$ cat src/rtl/flex_counter_mc.sv
// rtl/flex_counter_mc.sv - multi-channel up/down flex counter with load, one-shot and rollover pulse
module flex_counter_mc #(
  parameter int NUM_CNT_BITS = 4,
  parameter int NUM_CH       = 2
) (
  input  logic                           clk,
  input  logic                           n_rst,
  input  logic [NUM_CH-1:0]              clear,
  input  logic [NUM_CH-1:0]              count_enable,
  input  logic [NUM_CH-1:0]              count_down,
  input  logic [NUM_CH-1:0]              one_shot,
  input  logic [NUM_CH-1:0]              load,
  input  logic [NUM_CH*NUM_CNT_BITS-1:0] load_val,
  input  logic [NUM_CH*NUM_CNT_BITS-1:0] rollover_val,
  output logic [NUM_CH*NUM_CNT_BITS-1:0] count_out,
  output logic [NUM_CH-1:0]              rollover_flag,
  output logic [NUM_CH-1:0]              rollover_pulse,
  output logic [NUM_CH-1:0]              done
);

  localparam int B = NUM_CNT_BITS;

  for (genvar gi = 0; gi < NUM_CH; gi++) begin : g_ch
    logic [B-1:0] cnt_q;
    logic         flag_q;
    logic         pulse_q;
    logic         done_q;
    logic [B-1:0] rv;
    logic [B-1:0] lv;
    logic [B-1:0] term;
    logic [B-1:0] nxt;
    logic         nxt_done;
    logic         nxt_pulse;
    logic         nxt_flag;

    assign rv   = rollover_val[gi*B +: B];
    assign lv   = load_val[gi*B +: B];
    // Down-counting channels terminate at 1 so that 0 stays the cleared/idle value.
    assign term = count_down[gi] ? B'(1) : rv;

    // Next count, done and pulse for this channel in priority order.
    always_comb begin
      nxt       = cnt_q;
      nxt_done  = done_q;
      nxt_pulse = 1'b0;
      if (clear[gi]) begin
        nxt      = '0;
        nxt_done = 1'b0;
      end else if (load[gi]) begin
        nxt      = lv;
        nxt_done = 1'b0;
      end else if (count_enable[gi]) begin
        if (rv == '0) begin
          // A zero rollover value is not a usable range; freeze the count.
          nxt = cnt_q;
        end else if (done_q) begin
          nxt = cnt_q;
        end else if (one_shot[gi] && (cnt_q == term)) begin
          nxt_done = 1'b1;
        end else if (!count_down[gi]) begin
          // >= also catches a count left above R by a load or an R change.
          if (cnt_q >= rv) begin
            nxt       = B'(1);
            nxt_pulse = 1'b1;
          end else begin
            nxt = cnt_q + B'(1);
          end
        end else if (cnt_q == B'(1)) begin
          nxt       = rv;
          nxt_pulse = 1'b1;
        end else if (cnt_q == '0) begin
          // Leaving the cleared state is not a wrap, so no pulse.
          nxt = rv;
        end else begin
          nxt = cnt_q - B'(1);
        end
      end
      nxt_flag = (nxt == term) && (rv != '0);
    end

    // Register the channel state and all of its outputs.
    always_ff @(posedge clk or negedge n_rst) begin
      if (!n_rst) begin
        cnt_q   <= '0;
        flag_q  <= 1'b0;
        pulse_q <= 1'b0;
        done_q  <= 1'b0;
      end else begin
        cnt_q   <= nxt;
        flag_q  <= nxt_flag;
        pulse_q <= nxt_pulse;
        done_q  <= nxt_done;
      end
    end

    assign count_out[gi*B +: B] = cnt_q;
    assign rollover_flag[gi]    = flag_q;
    assign rollover_pulse[gi]   = pulse_q;
    assign done[gi]             = done_q;
  end

endmodule

$ cat config.mk
export PLATFORM = sky130hd
export DESIGN_NAME = flex_counter_mc
export DESIGN_NICKNAME = d
export VERILOG_FILES = /design/src/rtl/flex_counter_mc.sv
export SDC_FILE = /design/constraint.sdc
export NUM_CORES = 1
export LEC_CHECK = 0
export BUFFER_PORTS_ARGS = -buffer_cell sky130_fd_sc_hd__buf_2
export CORE_MARGIN = 2
export CORE_UTILIZATION = 40
export DETAILED_ROUTE_END_ITERATION = 8
export GPL_TIMING_DRIVEN = 0
export PLACE_DENSITY = 0.58
export SYNTH_ARGS = -nofsm -noshare
export SYNTH_HDL_FRONTEND = slang
export SYNTH_SLANG_ARGS = --single-unit
$ cat constraint.sdc
create_clock -name clk -period 7.1 [get_ports clk]
set_input_delay 1.065 -clock clk [delete_from_list [all_inputs] [get_ports clk]]
set_output_delay 1.065 -clock clk [all_outputs]
set_load 0.01 [all_outputs]
== After elaboration in Yosys (flattened, before gate mapping) ==
Index checks and enable logic that the tools add are counted.
Storage, ports and cells
  flip-flop bits (word level): 14
  bits of input ports: 28
  output and inout bits: 14
  logic and storage cells: 88
Operators by class
  add/sub/neg operators: 4
  order comparisons: 2
  equal/unequal tests: 8
  muxes and demuxes: 52
  reduce and logical (&&, ||, !) cells: 14
Operators by type and width (count)
  $mux 4: 22
  $mux 1: 30
  $eq 4x4->1: 4
  $logic_not 4->1: 4
  $add 4x1->4 const B: 2
  $eq 4x1->1 const B: 2
  $ge 4x4->1: 2
  $reduce_bool 4->1: 2
  $sub 4x1->4 const B: 2
  $ne 3x3->1 const B: 2
  $reduce_bool 3->1: 2
  $logic_and 1x1->1: 4
  $reduce_and 2->1: 2

== Longest topological paths before layout ==
Gate-level depths: netlist of run 1.
  depth after elaboration: 12
  depth in mapped cells: 11
  depth with buffers taken out: 10

== Least setup slack after synthesis of run 1 ==
Ideal clock, no wire load.
  path kind: input port to flip-flop
  start point: input port rollover_val[3]
  end point: register g_ch[0].flag_q
  data arrival time: 3.294 ns
  setup slack: 3.724 ns
  stages: 10
  cell sequence: inv_1 ha_1 or4_4 a21oi_4 o21ai_0 a221oi_1 o221ai_2 mux2i_1 or4_1 a22oi_2
Between the ends
  cells in the longest elaborated chain, start to end: 11
  elaborated cells on any way between the ends: 18
RTL lines
  start: declaration: line 14  | input logic [NUM_CH*NUM_CNT_BITS-1:0] rollover_val,
  $ge 4x4->1, or another cell as far along: line 62  | if (cnt_q >= rv) begin
  $mux 4, or another cell as far along: line 62
  $mux 4 / $logic_and 1x1->1 (equally long branches): line 60, 58
  $mux 4: line 58  | end else if (one_shot[gi] && (cnt_q == term)) begin
  $mux 4: line 56  | end else if (done_q) begin
  $mux 4: line 53  | if (rv == '0) begin
  $mux 4: line 52  | end else if (count_enable[gi]) begin
  $mux 4: line 49  | end else if (load[gi]) begin
  $mux 4: line 46  | if (clear[gi]) begin
  $eq 4x4->1: line 78  | nxt_flag = (nxt == term) && (rv != '0);
  $logic_and 1x1->1 (*): line 78
  named net g_ch[0].nxt_flag: line 34  | logic nxt_flag;
  end signal: assignment: line 90  | flag_q <= nxt_flag;
  end: declaration: line 25  | logic flag_q;
Mark *: on every way through the listed nets, which the timed path passes. The rest lies on a longest branch.
A chain may end at the register's enable or synchronous reset.

== Worst setup path in the final report of run 1 ==
  start point: input port rollover_val[2]
  end point: register g_ch[0].flag_q
The elaborated chain is that of the path after synthesis.

==> impl_metrics.json, run 1 <==
{
  "switching_share_pct": 37.6,
  "post_dp_cell_area_mm2": 0.00222,
  "numPortBuffers": 36,
  "diodes": 0,
  "syn_area_mm2": 0.00196,
  "switchingPower_mw": 0.118,
  "fin_cells": 363,
  "clockPowerShare_pct": 24.9,
  "ys_warn_count": 0,
  "cp_cell_sequence": "buf_2 > inv_1 > ha_1 > o21ai_0 > nor3b_1 > o21ai_0 > a221oi_1 > o221ai_2 > mux2i_1 > or4_1 > a22oi_2",
  "synthAdderAreaFrac_pct": 8.96,
  "synth_seq_cells": 14,
  "htreeDepth": 1,
  "crit_top_cell": "o21ai_0",
  "wl_per_cell_um": 15.0,
  "drcViolationCount": 0,
  "cts_tree": "built",
  "yosysTopAreaCellShare_pct": 17.9,
  "cts_setup_buffers": 0,
  "via_per_inst": 5.63,
  "worst_ep_arrival_time_ns": 3.84,
  "clock_skew_ns": 0.00106,
  "max_slew_margin_pct": 58.9,
  "holdBufCountCts": 0,
  "die_area_mm2": 0.00546,
  "synth-edff-count": 0,
  "gp_congestion": 0.869,
  "maxSlewViolCount": 0,
  "cp-start-kind": "primary input",
  "track_usage_pct": 20.4,
  "outcome": "finished, final reports clean",
  "grt_setup_unrepaired": "false",
  "drt_wl_total_um": 5440,
  "synthMuxAreaShare_pct": 3.20,
  "ys.flop_type": "dfrtp_1",
  "die_w_um": 73.9,
  "seqPwrFrac_pct": 29.4,
  "area_growth_pct": 16.3,
  "synthSimpleGateAreaFrac_pct": 25.9,
  "max_slew.worst_pin.slew_ns": 0.616,
  "period_minus_slack_ns": 3.67,
  "finalCritPeriodShare_pct": 51.7,
  "coreArea_mm2": 0.00472,
  "setup_viol": 0,
  "dp_hpwl_um": 4300,
  "drv_cap": 0,
  "cts.sinks": 14,
  "start_util_pct": 41.4,
  "synth.most_common_cell": "nor2_1",
  "synth_top_area_cell": "dfrtp_1",
  "rows": 25,
  "die_h_um": 73.9,
  "cp_slowest_stage_delay_ns": 0.45,
  "clockBufferDepth": 2,
  "cp_data_required_time_ns": 7.27,
  "slowest_stage": "nor3b_1",
  "final-hold-violation-count": 0,
  "synth_compound_area_share_pct": 31.5,
  "drive_gt1_share_pct": 22.6,
  "hp-class": "reg2reg",
  "setup_tns_ns": 0,
  "grt_max_degree": 15,
  "synth_common_cells": "nor2_1, inv_1, nand2_1",
  "cp-end-kind": "flip-flop",
  "synth_xor_area_share_pct": 2.69,
  "grt_pass1_vias": 1861,
  "ctsResizeCount": 0,
  "path_class": "in2reg",
  "synthesis.instances": 256,
  "p_leak_nw": 1.07,
  "comb_power_share_pct": 45.7,
  "gr-total-overflow": 0,
  "synthArstFlopShare_pct": 100,
  "drtIter0Drc": 121,
  "cts_root_buf": "clkbuf_8",
  "synth_top_family_by_area": "compound AO/OA/AOI/OAI gates",
  "syn-mean-instance-area_um2": 7.64,
  "p_int_mw": 0.195,
  "clk_pin_slew_ns": 0.06,
  "stdcell_area_mm2": 0.00227,
  "synth_nets": 298,
  "crit_path_max_fanout": 7,
  "dr.pass1.iters": 4,
  "ir_drop_uv": 56.2,
  "ys_types": 67,
  "insertion_delay_ns": 0.25,
  "vias": 2044,
  "seq_area_frac_synth_pct": 17.9,
  "pin_count": 42,
  "grt_pass1_wl_um": 8650,
  "synthTopCellsByArea": "dfrtp_1, ha_1, nor2_1",
  "postRouteAntennaNets": 0,
  "cts_made_buffers": 3,
  "nNetsFinal": 339,
  "clock.fmax_ghz": 0.272,
  "power_density_mw_per_mm2": 137,
  "antenna_found_initial": 0,
  "placed_cells": 359
}
==> final timing paths <==
path,from,endpoint,slack (ns),cells after the start
min in group asynchronous,n_rst,g_ch[0].cnt_q[0],0.71,1
hold / removal,g_ch[0].done_q,g_ch[0].done_q,0.58,2
setup reg to reg,g_ch[0].cnt_q[2],g_ch[0].flag_q,4.11,9
setup / recovery,rollover_val[2],g_ch[0].flag_q,3.43,11
hold reg to reg,g_ch[0].done_q,g_ch[0].done_q,0.58,2
max in group asynchronous,n_rst,g_ch[0].cnt_q[3],6.14,1
==> stage by stage <==
stage	power, mW	setup WS (ns)	hold slack, ns	utilization (%)
after global placement	0.234	3.22	0.571	47.0
final	0.312	3.43	0.578	48.2
after floorplan	0.194	3.72	0.535	-
after CTS	0.314	3.48	0.583	48.2
after global routing	0.335	3.21	0.632	48.2
after detailed placement	0.234	3.23	0.572	47.0
==> flip-flops by register name (all words and copies together), names as in the netlist <==
register      flops
g_ch.flag_q       2
g_ch.cnt_q        8
g_ch.pulse_q      2
g_ch.done_q       2
==> worst max-delay path: cells and delay by family <==
family                   cells  cell delay [ns]
buffers and inverters        2             0.25
adder cells (fa/ha/maj)      1             0.28
AO/OA/AOI/OAI                5             1.21
AND/OR/NAND/NOR              2             0.88
multiplexers                 1             0.15
==> power by group through the flow <==
| stage | Combinational [mW] | Clock [mW] | Sequential, mW |
|---|---|---|---|
| after global routing | 0.159 | 0.0836 | 0.0925 |
| final | 0.143 | 0.0779 | 0.0918 |
| after global placement | 0.141 | 0 | 0.0931 |
| after detailed placement | 0.141 | 0 | 0.0931 |
| after CTS | 0.142 | 0.0800 | 0.0918 |
| after floorplan | 0.101 | 0 | 0.0926 |
==> per-layer routing <==
metal | global-route usage [%] | share of wire, %
met4 | 6.46 | 1.1
met3 | 1.10 | 4.5
met2 | 38.9 | 51
met1 | 24.1 | 43
met5 | 0 | 0
==> cell usage in the layout (no fill, tap or decap), types with 7 or more instances in the layout <==
cell type,instances
a21oi_1,14
inv_1,21
ha_1,14
buf_2,41
nor2_1,28
nor2b_1,7
nand2_1,15
o21ai_0,14
dfrtp_1,14
==> logic make-up (layout without fill, tap and decap cells) <==
logic type / Yosys count / in the layout
fa+ha+maj: 14 / 14
compound gates: 83 / 83
buf+inv: 39 / 79
flops: 14 / 14
simple gates: 94 / 94
xor+xnor: 6 / 6
mux: 6 / 6
==> layout make-up <==
class / count / area (µm²)
tap: 67 / 83.8
timing repair buffer: 36 / 180
inverter: 21 / 78.8
sequential: 14 / 350
clock buffer: 4 / 55.1
multi-input combinational: 203 / 1410
fill: 489 / 2450
buffer: 18 / 113
Note: power is estimated with default switching activity, not from simulation.
==> inputs of run 2 (changes only) <==
--- a/config.mk
+++ b/config.mk
@@ -5,12 +5,13 @@
 export SDC_FILE = /design/constraint.sdc
 export NUM_CORES = 1
 export LEC_CHECK = 0
+export ABC_AREA = 1
 export BUFFER_PORTS_ARGS = -buffer_cell sky130_fd_sc_hd__buf_2
 export CORE_MARGIN = 2
 export CORE_UTILIZATION = 40
 export DETAILED_ROUTE_END_ITERATION = 8
 export GPL_TIMING_DRIVEN = 0
-export PLACE_DENSITY = 0.58
+export PLACE_DENSITY = 0.61
 export SYNTH_ARGS = -nofsm -noshare
 export SYNTH_HDL_FRONTEND = slang
 export SYNTH_SLANG_ARGS = --single-unit
==> constraint.sdc (replaced) <==
create_clock -name clk -period 3 [get_ports clk]
set_input_delay 0.45 -clock clk [delete_from_list [all_inputs] [get_ports clk]]
set_output_delay 0.45 -clock clk [all_outputs]
set_load 0.01 [all_outputs]
==> run 2 against run 1 <==
Against the previous run:
- global-route usage shrank 2.4 points
- largest cell class unchanged
- clock power grew 130%
- clock skew grew 0.0030 ns
- worst hold slack lost 0.48 ns
- critical path type is now reg2reg
- sequential share of layout area grew 1.3 points
- critical path depth grew 4
- synthesized area shrank 9.3%
- clock-buffer cell count is the same
==> impl_metrics.json, run 2 <==
{
  "wl_per_cell_um": 11.7,
  "grt_pass1_vias": 1724,
  "drcViolationCount": 0,
  "layout.area.seq_um2": 350,
  "clock.fmax_ghz": 0.471,
  "setup_tns_ns": 0,
  "fill_cells": 488,
  "regMostFlops": "g_ch.cnt_q",
  "synth_compound_area_share_pct": 8.32,
  "synth-edff-count": 0,
  "power_density_mw_per_mm2": 337,
  "cp-end-kind": "flip-flop",
  "reg2reg_slack_ns": 0.88,
  "crit_path_max_fanout": 9,
  "synth_top_area_cell": "dfrtp_1",
  "ys_types": 29,
  "max_slew.worst_pin.slew_ns": 0.369,
  "largest_reg_flops": 8,
  "die_w_um": 70.6,
  "total_power_mw": 0.707,
  "final_common_cell": "nand2_1",
  "gr-total-overflow": 0,
  "postRouteAntennaNets": 0,
  "pin_count": 42,
  "p_leak_nw": 1.27,
  "htreeDepth": 1,
  "synth.most_common_cell": "nand2_1",
  "vias": 1924,
  "gp_congestion": 0.843,
  "yosysTopAreaCellShare_pct": 19.7,
  "cts.sinks": 14,
  "area_growth_pct": 18.3,
  "clk_pin_slew_ns": 0.06,
  "numPortBuffers": 41,
  "synth_nets": 331,
  "nNetsFinal": 377,
  "diodes": 0,
  "synthTopCellsByArea": "dfrtp_1, nand2_1, ha_1",
  "holdBufCountCts": 0,
  "synthesis.instances": 289,
  "insertion_delay_ns": 0.24,
  "path_class": "reg2reg",
  "dr.pass1.iters": 6,
  "clock_skew_ns": 0.00406,
  "synth_common_cells": "nand2_1, inv_1, nor2_1",
  "via_per_inst": 4.98,
  "ctsResizeCount": 0,
  "cts_setup_buffers": 0,
  "ir_drop_uv": 152,
  "hp-class": "in2async",
  "period_minus_slack_ns": 2.12,
  "syn-mean-instance-area_um2": 6.14,
  "drive_gt1_share_pct": 22.5,
  "syn_area_mm2": 0.00177,
  "seq_area_frac_synth_pct": 19.7,
  "synthMuxAreaShare_pct": 0,
  "ys.flop_type": "dfrtp_1",
  "track_usage_pct": 18.0,
  "grt_max_degree": 15,
  "synth_top_family_by_area": "simple AND/OR/NAND/NOR gates",
  "max_slew_margin_pct": 75.3,
  "synthAdderAreaFrac_pct": 9.87,
  "outcome": "finished, final reports clean",
  "synthArstFlopShare_pct": 100,
  "die_area_mm2": 0.00498,
  "antenna_found_initial": 0,
  "cts_root_buf": "clkbuf_8",
  "cp-start-kind": "flip-flop",
  "maxSlewViolCount": 0,
  "worst_ep_arrival_time_ns": 2.30,
  "dp_hpwl_um": 3670,
  "finalCritPeriodShare_pct": 70.8,
  "drtIter0Drc": 87,
  "start_util_pct": 41.0,
  "final-hold-violation-count": 0,
  "synth_seq_cells": 14,
  "rows": 24,
  "clockBufferDepth": 2,
  "ys_warn_count": 0,
  "cts_made_buffers": 3,
  "grt_pass1_wl_um": 7360,
  "grt_setup_unrepaired": "false",
  "synth_xor_area_share_pct": 3.88,
  "multiInputGateArea_mm2": 0.00117,
  "setup_viol": 0,
  "coreArea_mm2": 0.00432,
  "synthSimpleGateAreaFrac_pct": 44.1,
  "drv_cap": 0,
  "cts_tree": "built",
  "die_h_um": 70.6,
  "drt_wl_total_um": 4500,
  "final_cell_mix": "nand2_1, inv_1, buf_2",
  "cp_data_required_time_ns": 3.17
}
[run 2: cell families after synthesis]
family	after synthesis
simple gates	171
buf+inv	57
flops	14
compound gates	26
fa+ha+maj	14
xor+xnor	7
[run 2: critical path, stage by stage, from the launching register on]
cell,delay [ns]
dfrtp_1,0.56
inv_1,0.17
ha_1,0.25
inv_1,0.08
nand2_1,0.08
nand2_1,0.12
a21oi_1,0.08
o21ai_0,0.07
nand2_1,0.09
nand3_1,0.08
nand3_1,0.09
nand2_1,0.09
nand2_1,0.05
nand2_1,0.05
nand3_1,0.10
nor2_2,0.09
[run 2: final timing paths]
kind,cells past startpoint,start,endpoint
min in group clk,3,load[1],g_ch[1].done_q
setup reg to reg,15,g_ch[0].cnt_q[0],g_ch[0].flag_q
hold / removal,1,n_rst,g_ch[1].cnt_q[1]
setup / recovery,15,g_ch[0].cnt_q[0],g_ch[0].flag_q
max in group asynchronous,1,n_rst,g_ch[1].cnt_q[0]
hold reg to reg,2,g_ch[1].done_q,g_ch[1].done_q
[run 2: layout make-up]
type / count / share of cell area [%]
Buffer: 9 / 3.28
Clock buffer: 4 / 2.62
Inverter: 48 / 8.58
Multi-Input combinational cell: 218 / 56.0
Sequential cell: 14 / 16.7
Tap cell: 52 / 3.10
Timing Repair Buffer: 41 / 9.77
[run 2: metal layers]
metal  part of all wire [%]  up-vias  wire, µm  track usage (%)
met4                    1.5        0        68             3.77
met1                     45      860      2010             22.0
met3                    4.8        8       214             2.14
met2                     49       56      2210             33.9
li1                       -     1000         -                -
met5                      0        -         0                0
[run 2: power breakdown]
| group | internal [mW] | switching, mW |
|---|---|---|
| clock | 0.116 | 0.0648 |
| sequential | 0.201 | 0.0236 |
| combinational | 0.118 | 0.184 |
| total | 0.435 | 0.272 |
[run 2: metrics by stage]
stage	utilization [%]	setup slack, ns	cell area (µm²)	cells	hold slack [ns]
after global routing	48.6	0.677	2100	386	0.111
after CTS	48.6	0.867	2100	386	0.103
after floorplan	-	1.20	1770	289	0.154
final	48.6	0.875	2100	386	0.0944
after detailed placement	47.3	0.882	2040	382	0.368
after global placement	47.3	0.864	2040	382	0.364
==> inputs of run 3 (changes only) <==
==> constraint.sdc (replaced) <==
create_clock -name clk -period 1.9 [get_ports clk]
set_input_delay 0.285 -clock clk [delete_from_list [all_inputs] [get_ports clk]]
set_output_delay 0.285 -clock clk [all_outputs]
set_load 0.01 [all_outputs]
==> run 3 against run 2 <==
Against the previous run:
- largest cell class unchanged
- sequential share of layout area shrank 2.2 points
- clock skew shrank 0.0013 ns
- register-to-register slack lost 0.86 ns
- final cell count grew 4.7%
- non-clock buffer count grew 18
- clock power grew 58%
==> impl_metrics.json, run 3 (synthesized netlist as in run 2, its figures left out) <==
{
  "largest_reg_flops": 8,
  "post_dp_cell_area_mm2": 0.00204,
  "cp-end-kind": "flip-flop",
  "grt_setup_unrepaired": "true",
  "final_cell_mix": "nand2_1, buf_2, inv_1",
  "dr.pass1.iters": 4,
  "die_area_mm2": 0.00498,
  "setup_viol": 0,
  "cp-start-kind": "flip-flop",
  "start_util_pct": 41.0,
  "area_growth_pct": 39.4,
  "cts_tree": "built",
  "comb_power_share_pct": 49.9,
  "reg2reg_slack_ns": 0.02,
  "drive_gt1_share_pct": 40.6,
  "cts.sinks": 14,
  "reg2reg_to": "g_ch[0].flag_q",
  "dp_hpwl_um": 3670,
  "max_slew.worst_pin.slew_ns": 0.482,
  "worst_ep_arrival_time_ns": 2.02,
  "gp_congestion": 0.843,
  "switching_share_pct": 39.5,
  "final_common_cell": "nand2_1",
  "period_minus_slack_ns": 1.88,
  "drv_cap": 0,
  "p_leak_nw": 1.38,
  "regMostFlops": "g_ch.cnt_q",
  "numPortBuffers": 41,
  "hold_depth": 3,
  "grt_max_degree": 15,
  "stdcell_area_mm2": 0.00247,
  "grt_pass1_wl_um": 7760,
  "hp-class": "in2reg",
  "setup_tns_ns": 0,
  "drt_wl_total_um": 5120,
  "clk_pin_slew_ns": 0.06,
  "hp-start": "load[1]",
  "wl_per_cell_um": 12.7,
  "nNetsFinal": 395,
  "whs_ns": 0.330,
  "r2r_start": "g_ch[0].cnt_q[0]",
  "insertion_delay_ns": 0.24,
  "coreArea_mm2": 0.00432,
  "htreeDepth": 1,
  "clock.fmax_ghz": 0.531,
  "outcome": "finished, final reports clean",
  "seqPwrFrac_pct": 27.6,
  "cp_data_required_time_ns": 2.04,
  "maxSlewViolCount": 0,
  "clockBufferDepth": 2,
  "postRouteAntennaNets": 0,
  "max_slew_margin_pct": 67.8,
  "fin_cells": 404,
  "pin_count": 42,
  "clockPowerShare_pct": 22.5,
  "min_to": "g_ch[1].done_q",
  "diodes": 0,
  "final-hold-violation-count": 0,
  "drtIter0Drc": 82,
  "cts_made_buffers": 3,
  "power_density_mw_per_mm2": 515,
  "vias": 2043,
  "die_w_um": 70.6,
  "cts_root_buf": "clkbuf_8",
  "antenna_found_initial": 0,
  "fill_cells": 462,
  "crit_path_max_fanout": 3,
  "gr-total-overflow": 0,
  "total_power_mw": 1.27,
  "path_class": "reg2reg",
  "placed_cells": 382,
  "clock_skew_ns": 0.00280,
  "rows": 24,
  "finalCritPeriodShare_pct": 99.1,
  "drcViolationCount": 0,
  "grt_pass1_vias": 1794,
  "switchingPower_mw": 0.503,
  "via_per_inst": 5.06,
  "ir_drop_uv": 254,
  "die_h_um": 70.6,
  "r2r_cells": 15,
  "track_usage_pct": 19.2,
  "p_int_mw": 0.771
}
-- run 3: changes by cell type in the layout (fill, tap and decap cells not counted), moves of 4 or more --
cell	delta
dfrtp_2	+6
inv_1	-8
nand2_1	-10
ha_4	+6
nand2_2	+10
inv_2	+5
nand3_2	+12
nand3_1	-12
a21oi_1	-4
buf_4	+15
ha_1	-8
dfrtp_1	-6
-- run 3: worst max path at each step --
stage	startpoint	end	slack, ns	cells past startpoint
final	g_ch[0].cnt_q[0]	g_ch[0].flag_q	0.02	15
after global routing	g_ch[1].cnt_q[0]	g_ch[1].flag_q	-0.10	16
after CTS	g_ch[0].cnt_q[0]	g_ch[0].flag_q	0.01	15
after detailed placement	g_ch[0].cnt_q[0]	g_ch[0].flag_q	-0.20	15
after global placement	g_ch[0].cnt_q[0]	g_ch[0].flag_q	-0.22	15
after floorplan	g_ch[0].cnt_q[0]	g_ch[0].flag_q	0.10	16
-- run 3: metrics by stage --
stage | util (%) | setup WS [ns]
floorplan | - | 0.104
global placement | 47.3 | -0.216
detailed placement | 47.3 | -0.201
CTS | 49.9 | 0.0103
global route | 57.2 | -0.100
finish | 57.2 | 0.0162
-- run 3: repair_timing --
| action | CTS | global route |
|---|---|---|
| hold endpoints to repair | 14 | 0 |
| resized for setup | 12 | 53 |
| hold buffers | 1 | 0 |
| pin swaps | 0 | 18 |
| setup endpoints to repair | 2 | 3 |
| buffers inserted | 4 | 13 |
-- run 3: cell type report --
type,count,area [µm²],share of cell area [%]
repair buffers,59,350,14.2
plain buffers,9,68.8,2.78
clock buffers,4,55.1,2.23
multi-input cells,218,1390,56.1
inverters,48,188,7.59
flip-flops and latches,14,358,14.5
well taps,52,65.1,2.63
-- run 3: metal layers --
layer	global-route usage (%)	wire, µm
met2	35.2	2570
met5	0	0
met4	6.29	196
met1	23.0	2130
met3	2.56	212
-- run 3: power groups by stage --
stage | clock network (mW) | registers [mW] | logic [mW]
after detailed placement | 0 | 0.360 | 0.475
final | 0.286 | 0.352 | 0.636
after global routing | 0.316 | 0.354 | 0.709
after CTS | 0.297 | 0.346 | 0.511
after floorplan | 0 | 0.354 | 0.335
after global placement | 0 | 0.361 | 0.471
-- run 3: critical path: stages (launching register included) --
cell and delay (ns):
dfrtp_2 0.46, inv_4 0.09, ha_2 0.19, inv_1 0.06, nand2_2 0.09, nand2_2 0.09
a21oi_2 0.14, o21ai_0 0.10, nand2_1 0.09, nand3_2 0.08, nand3_2 0.10, nand2_1 0.07
nand2_1 0.06, nand2_1 0.06, nand3_2 0.08, nor2_2 0.04
